`src/rtl/if_prefetch_stage.sv`:
```
// ============================================================================
// if_prefetch_stage
// ----------------------------------------------------------------------------
// Instruction-fetch stage of the 5-stage RISC-V pipeline. Holds the fetch PC,
// issues word requests to instruction memory over a req/gnt/rvalid handshake
// (at most one request outstanding) and buffers returned instructions in a
// DEPTH-entry prefetch queue that the IF/ID register consumes from.
// A taken branch/jump from EX (PCSrc_i) flushes the queue, redirects the fetch
// PC and discards any response still in flight for the old path.
//
// Optional feature macro: IF_PERF_CNT_EN
//   When defined, adds the saturating counters fetch_cnt_o, flush_cnt_o and
//   drop_cnt_o. Functional behaviour is identical either way.
//
// Ports:
//   clk_i              clock, rising edge
//   reset_i            asynchronous active-high reset
//   pipeline_stall_i   hazard-unit stall; blocks popping the queue
//   PCSrc_i            redirect request from EX
//   PC_branch_i[31:0]  redirect target (bits [1:0] ignored)
//   imem_req_o         fetch request valid
//   imem_addr_o[31:0]  fetch word address
//   imem_gnt_i         memory accepts the request this cycle
//   imem_rvalid_i      response valid
//   imem_rdata_i[31:0] instruction word returned with imem_rvalid_i
//   if_valid_o         queue head valid
//   PC_IF_o[31:0]      PC of the queue head (0 when empty)
//   INSTRUCTION_IF_o   instruction at the queue head (NOP_INSTR when empty)
//   fetch_cnt_o, flush_cnt_o, drop_cnt_o  (IF_PERF_CNT_EN only)
// ============================================================================
module if_prefetch_stage #(
    parameter int unsigned DEPTH     = 4,
    parameter logic [31:0] RESET_PC  = 32'h0000_0000,
    parameter logic [31:0] NOP_INSTR = 32'h0000_0013
) (
    input  logic        clk_i,
    input  logic        reset_i,
    input  logic        pipeline_stall_i,
    input  logic        PCSrc_i,
    input  logic [31:0] PC_branch_i,
    output logic        imem_req_o,
    output logic [31:0] imem_addr_o,
    input  logic        imem_gnt_i,
    input  logic        imem_rvalid_i,
    input  logic [31:0] imem_rdata_i,
    output logic        if_valid_o,
    output logic [31:0] PC_IF_o,
    output logic [31:0] INSTRUCTION_IF_o
`ifdef IF_PERF_CNT_EN
    ,
    output logic [31:0] fetch_cnt_o,
    output logic [31:0] flush_cnt_o,
    output logic [31:0] drop_cnt_o
`endif
);

    localparam int unsigned     PW      = (DEPTH > 1) ? $clog2(DEPTH) : 1;
    localparam logic [PW+1:0]   DEPTH_W = (PW+2)'(DEPTH);

    typedef enum logic [1:0] {ST_FETCH, ST_WAIT, ST_DROP} state_e;

    state_e          state_q, state_d;
    logic [31:0]     fetch_pc_q, fetch_pc_d;
    logic [PW-1:0]   head_q, tail_q;
    logic [PW:0]     count_q;
    logic [31:0]     pc_buf_q    [DEPTH];
    logic [31:0]     instr_buf_q [DEPTH];

    logic            outstanding;
    logic            room;
    logic            req;
    logic            accept;
    logic            push;
    logic            pop;
    logic [31:0]     branch_tgt;

    assign outstanding = (state_q != ST_FETCH);
    // Reserve a slot for the in-flight response so it can always be queued.
    assign room        = ({1'b0, count_q} + {{(PW+1){1'b0}}, outstanding}) < DEPTH_W;
    assign accept      = req & imem_gnt_i;
    assign push        = (state_q == ST_WAIT) && imem_rvalid_i && !PCSrc_i;
    assign pop         = (count_q != '0) && !pipeline_stall_i && !PCSrc_i;
    assign branch_tgt  = PC_branch_i & ~32'h3;

    // FSM state register.
    always_ff @(posedge clk_i or posedge reset_i) begin
        if (reset_i) begin
            state_q <= ST_FETCH;
        end else begin
            state_q <= state_d;
        end
    end

    // FSM next state. A redirect goes to DROP only if a response will still
    // arrive afterwards; one returning in the redirect cycle is simply ignored.
    always_comb begin
        state_d = state_q;
        if (PCSrc_i) begin
            state_d = ((outstanding && !imem_rvalid_i) || accept) ? ST_DROP : ST_FETCH;
        end else begin
            case (state_q)
                ST_FETCH: if (accept) state_d = ST_WAIT;
                ST_WAIT:  if (imem_rvalid_i) state_d = accept ? ST_WAIT : ST_FETCH;
                ST_DROP:  if (imem_rvalid_i) state_d = ST_FETCH;
                default:  state_d = ST_FETCH;
            endcase
        end
    end

    // FSM outputs. Requesting in WAIT during the response cycle gives
    // back-to-back fetches with a single-cycle memory.
    always_comb begin
        req = 1'b0;
        if (!reset_i && !PCSrc_i && room) begin
            if (state_q == ST_FETCH) begin
                req = 1'b1;
            end else if ((state_q == ST_WAIT) && imem_rvalid_i) begin
                req = 1'b1;
            end
        end
    end

    always_comb begin
        fetch_pc_d = fetch_pc_q;
        if (PCSrc_i) begin
            fetch_pc_d = branch_tgt;
        end else if (accept) begin
            fetch_pc_d = fetch_pc_q + 32'd4;
        end
    end

    // Fetch PC and queue pointers; a redirect empties the queue outright.
    always_ff @(posedge clk_i or posedge reset_i) begin
        if (reset_i) begin
            fetch_pc_q <= RESET_PC;
            head_q     <= '0;
            tail_q     <= '0;
            count_q    <= '0;
        end else begin
            fetch_pc_q <= fetch_pc_d;
            if (PCSrc_i) begin
                head_q  <= '0;
                tail_q  <= '0;
                count_q <= '0;
            end else begin
                if (push) tail_q <= tail_q + PW'(1);
                if (pop)  head_q <= head_q + PW'(1);
                case ({push, pop})
                    2'b10:   count_q <= count_q + (PW+1)'(1);
                    2'b01:   count_q <= count_q - (PW+1)'(1);
                    default: count_q <= count_q;
                endcase
            end
        end
    end

    // Queue storage. While in WAIT the fetch PC has already advanced past the
    // outstanding request, so that request's PC is fetch_pc - 4.
    always_ff @(posedge clk_i) begin
        if (push) begin
            pc_buf_q[tail_q]    <= fetch_pc_q - 32'd4;
            instr_buf_q[tail_q] <= imem_rdata_i;
        end
    end

    assign imem_req_o       = req;
    assign imem_addr_o      = fetch_pc_q;
    assign if_valid_o       = (count_q != '0);
    assign PC_IF_o          = if_valid_o ? pc_buf_q[head_q]    : 32'h0;
    assign INSTRUCTION_IF_o = if_valid_o ? instr_buf_q[head_q] : NOP_INSTR;

`ifdef IF_PERF_CNT_EN
    logic        drop_evt;
    logic [31:0] fetch_cnt_q, flush_cnt_q, drop_cnt_q;

    assign drop_evt = imem_rvalid_i &&
                      ((state_q == ST_DROP) || ((state_q == ST_WAIT) && PCSrc_i));

    // Saturating event counters.
    always_ff @(posedge clk_i or posedge reset_i) begin
        if (reset_i) begin
            fetch_cnt_q <= '0;
            flush_cnt_q <= '0;
            drop_cnt_q  <= '0;
        end else begin
            if (accept   && (fetch_cnt_q != '1)) fetch_cnt_q <= fetch_cnt_q + 32'd1;
            if (PCSrc_i  && (flush_cnt_q != '1)) flush_cnt_q <= flush_cnt_q + 32'd1;
            if (drop_evt && (drop_cnt_q  != '1)) drop_cnt_q  <= drop_cnt_q  + 32'd1;
        end
    end

    assign fetch_cnt_o = fetch_cnt_q;
    assign flush_cnt_o = flush_cnt_q;
    assign drop_cnt_o  = drop_cnt_q;
`endif

endmodule

```
`config.mk`:
```
export PLATFORM = sky130hd
export DESIGN_NAME = if_prefetch_stage
export DESIGN_NICKNAME = d
export VERILOG_FILES = /design/src/rtl/if_prefetch_stage.sv
export SDC_FILE = /design/constraint.sdc
export NUM_CORES = 1
export LEC_CHECK = 0
export CORE_UTILIZATION = 40
export CTS_BUF_LIST = sky130_fd_sc_hd__clkbuf_4 sky130_fd_sc_hd__clkbuf_8 sky130_fd_sc_hd__clkbuf_16
export CTS_CLUSTER_DIAMETER = 30
export DETAILED_ROUTE_END_ITERATION = 8
export GPL_TIMING_DRIVEN = 0
export PLACE_DENSITY = 0.71
export SLEW_MARGIN = 10
export SYNTH_ARGS = -nofsm -noshare
export SYNTH_HDL_FRONTEND = slang
export SYNTH_SLANG_ARGS = --single-unit
```
`constraint.sdc`:
```
create_clock -name clk_i -period 2.6 [get_ports clk_i]
set_input_delay 0.65 -clock clk_i [delete_from_list [all_inputs] [get_ports clk_i]]
set_output_delay 0.65 -clock clk_i [all_outputs]
set_load 0.01 [all_outputs]
```
==> flow_summary.rst <==
.. list-table::
   :header-rows: 1

   * - Metric
     - Value
   * - Setup skew after layout
     - between 0.015 and 0.02 ns
   * - Seq/Total Area, Yosys
     - between 60% and 70%
   * - Arrival time worst endpoint
     - between 2 and 2.5 ns
   * - Core box area
     - 30000 um2
   * - Top cells by area, synth
     - edfxtp_1 (60%), mux4_2 (11%), dfrtp_1 (7.9%)
   * - Min cycle time layout
     - 2.86 ns
   * - Largest net degree at the start of global routing
     - 51
   * - Number of inserted diodes
     - 0
   * - Residual overflow from global routing
     - 0
   * - Number of violations reported at the end of detailed-routing iteration 0
     - 561
   * - Post-Syn Instances
     - 769
   * - Die Span X
     - approximately 180 um
   * - Tightest Hold Check Type
     - primary input to async pin
   * - Total wire length
     - around 30000 um
   * - Number of port buffers
     - between 150 and 200
   * - Number of hold violations in the final report
     - 0
   * - Logic depth of the worst setup path including buffers
     - 6
   * - Effective utilization at floorplan
     - around two fifths
   * - Path depth of the worst reg2reg path
     - 7
   * - Final setup violation count
     - 62
   * - Antenna violation net count after detailed routing
     - 0
   * - Avg Vias per Cell
     - ~5.3
   * - Result of the run
     - finished with violations
   * - Htree depth
     - 3
   * - Total Power
     - between 15 and 20 mW
   * - Largest vdd supply drop
     - 0.490 mV
   * - Growth of design area from synthesis to finish
     - 41.4%
   * - Flip-flop cell with the highest count after synthesis
     - edfxtp_1
   * - Synth unique cells
     - 55
   * - Number of max-cap violations
     - 0
   * - Wire length per cell
     - ~21 um
   * - Netlist area before placement
     - ~12000 um2
   * - Avg Synthesized Cell Area
     - ~16 um2
   * - Antenna violations before repair
     - 0
   * - Violations in the final reports
     - setup timing
   * - Via count of the first global-routing pass
     - around 8.1k
   * - Reg-to-reg startpoint
     - imem_addr_o[6]
   * - Crit-path max FO
     - 5
   * - Die extent in y
     - between 150 and 200 um
   * - Area of placed instances
     - 14600 um2
   * - Worst-margin pin slew
     - 0.633 ns
   * - Start point of the critical path
     - head_q[0]
   * - Relative max-transition margin
     - a little under three fifths
   * - Number of top-level pins
     - between 150 and 200
   * - Fraction of the cycle the final worst path needs
     - 110%
   * - Row count
     - 63
   * - Post-synth EDFFs
     - around 250
   * - Vias
     - 7782
   * - Count of placed standard cells in the final layout, fillers left out
     - roughly 1.5k
   * - Post-placement cell count
     - around 1.3k
   * - Largest delay contributor family on the critical path
     - buffers and inverters
   * - Number of filler instances in the final layout
     - approximately 2.3k
   * - Worst path max stage delay
     - around 0.49 ns
   * - Cell area power density
     - about 1000 nW/um2
   * - DRC errors left
     - 0
   * - Number of CTS-inserted buffers
     - between 60 and 70
   * - Max Slew Vio Count
     - 0
   * - Required arrival time at the worst endpoint
     - around 2 ns
   * - Fmax achieved
     - about 350 MHz
   * - Utilization of the core after routing
     - around 58%
   * - Number of synthesized register bits
     - between 200 and 300
   * - Nature of the critical path startpoint
     - register
   * - TritonCTS clock tree
     - built
   * - Fraction of layout instances using a drive strength above 1
     - between 30% and 40%
   * - Setup slack on the worst flop-to-flop path
     - around 0.11 ns
   * - First-pass iteration count of the detailed router
     - 5
   * - Cell with the largest stage delay on the worst path
     - dfrtp_4
   * - Crit path kind
     - register to output pin
   * - Global-route wire length before repair
     - about 47000 um
   * - Synthesis warning total
     - 0
   * - Worst-Skew Late Latency
     - 0.55 ns
   * - Number of buffers between clock root and the deepest sink
     - 3
   * - Final setup margin
     - -0.255 ns
   * - Leak pwr
     - ~6.3 nW
   * - Aggregate global-route resource usage
     - roughly a fifth
   * - Nature of the critical path endpoint
     - output pin
   * - Number of nets in the layout
     - around 1.1k
   * - Die Footprint
     - between 30000 and 40000 um2
   * - Synth top area share
     - about three fifths
   * - Number of buffers inserted for hold repair after clock tree synthesis
     - 0
   * - Final instance area
     - approximately 17000 um2
   * - Detailed Place HPWL
     - 18800 um
   * - Ys async rst share
     - ~14%
   * - CTS root buffer
     - clkbuf_16
   * - Clock transition at the register clock pins on the worst setup and hold paths after CTS
     - ~0.040 ns
   * - Buf/Inv on CP
     - 4
   * - Cell chain of the critical path
     - buf_12, buf_12, buf_6, mux4_2, or2_4, buf_6
   * - Setup repair after global routing missed its margin
     - true
   * - Post-synth top area cell
     - edfxtp_1
   * - Clk sink count
     - approximately 290
   * - Routability Congestion
     - just under 0.9
## layout by cell type (no fill, tap or decap), types with 5 or more instances in the layout
| cell type | synthesis | routed |
|---|---|---|
| inv_6 | 0 | 5 |
| xnor2_1 | 11 | 10 |
| nand3_1 | 23 | 23 |
| clkinv_1 | 0 | 5 |
| nor4_1 | 8 | 7 |
| clkbuf_4 | 0 | 16 |
| buf_4 | 4 | 16 |
| edfxtp_1 | 248 | 248 |
| ha_1 | 6 | 6 |
| clkbuf_1 | 35 | 18 |
| o311ai_0 | 9 | 9 |
| bufinv_16 | 0 | 6 |
| a21oi_1 | 7 | 7 |
| nand2_1 | 41 | 41 |
| xor2_1 | 21 | 19 |
| buf_12 | 0 | 12 |
| clkbuf_16 | 0 | 71 |
| buf_6 | 1 | 48 |
| dfrtp_1 | 39 | 34 |
| buf_16 | 0 | 5 |
| inv_1 | 10 | 7 |
| nor2_1 | 37 | 36 |
| and2_4 | 0 | 45 |
| nand4_1 | 10 | 10 |
| and2_1 | 67 | 22 |
| or3_1 | 5 | 5 |
| nor2b_1 | 5 | 5 |
| clkinv_2 | 0 | 14 |
| buf_2 | 10 | 19 |
| o211ai_1 | 8 | 8 |
| mux4_2 | 62 | 62 |
| nor3_1 | 12 | 10 |
| o21ai_0 | 23 | 23 |
| clkdlybuf4s50_1 | 0 | 96 |
| clkbuf_2 | 0 | 15 |
## power by group
group	total (mW)	switching, mW	internal, mW
Clock	8.22	2.57	5.65
Sequential	5.34	0.147	5.19
Combinational	4.31	1.87	2.44
Total	17.9	4.58	13.3
## layout make-up
| type | count | area (um2) | area share [%] |
|---|---|---|---|
| sequential | 287 | 8430 | 48.3 |
| timing repair buffer | 193 | 2060 | 11.8 |
| tap | 390 | 488 | 2.79 |
| multi-input combinational | 420 | 3870 | 22.2 |
| clock buffer | 82 | 1850 | 10.6 |
| buffer | 48 | 310 | 1.78 |
| clock inverter | 40 | 419 | 2.40 |
| inverter | 10 | 40.0 | 0.229 |
## flip-flops by register name, summed over array words and instances (netlist names)
register / count
instr_buf_q: 128
pc_buf_q: 120
imem_addr_o: 30
count_q: 3
head_q: 2
state_q: 2
tail_q: 2
## cells by family after synthesis
kind of cell    share of synthesized area [%]
flops                                    68.2
xor+xnor                                 2.40
simple gates                             11.2
fa+ha+maj                               0.770
compound gates                           3.54
other cells                            0.0304
buf+inv                                  2.26
mux                                      11.6
## metal layers
metal | share of wire, % | track usage [%]
met3 | 6.8 | 4.05
met2 | 49 | 32.1
met1 | 42 | 26.7
met5 | 0 | 0
met4 | 2.2 | 7.02
## cell usage after synthesis (11+ instances only)
master and instances:
clkbuf_1 35, xor2_1 21, nor2_1 37, nor3_1 12, nand2_1 41, and2_1 67
nand3_1 23, edfxtp_1 248, o21ai_0 23, dfrtp_1 39, mux4_2 62, xnor2_1 11
## worst paths after layout
kind | endpoint
worst max register to register | pc_buf_q[0][22]
min in group clk_i | tail_q[1]
max in group asynchronous | imem_addr_o[2]
worst max-delay path | INSTRUCTION_IF_o[0]
worst min register to register | tail_q[1]
worst min-delay path | count_q[2]
## through the flow
| step | hold WS (ns) | setup TNS, ns | worst slack, ns |
|---|---|---|---|
| finish | 0.425 | -9.49 | -0.255 |
| global route | 0.434 | -13.84 | -0.323 |
| detailed placement | 0.497 | -118.73 | -0.978 |
| global placement | 0.491 | -305.70 | -1.02 |
| floorplan | 0.456 | 0 | 0.0383 |
| CTS | 0.428 | -13.90 | -0.336 |
## what timing repair did
action | in CTS | in global routing
pin swaps | 19 | 13
buffers inserted | 17 | 9
hold endpoints to repair | 0 | 0
gates resized for setup | 360 | 84
setup endpoints to repair | 114 | 120
cloned | 5 | 1
Note: power is estimated with default switching activity, not from simulation.
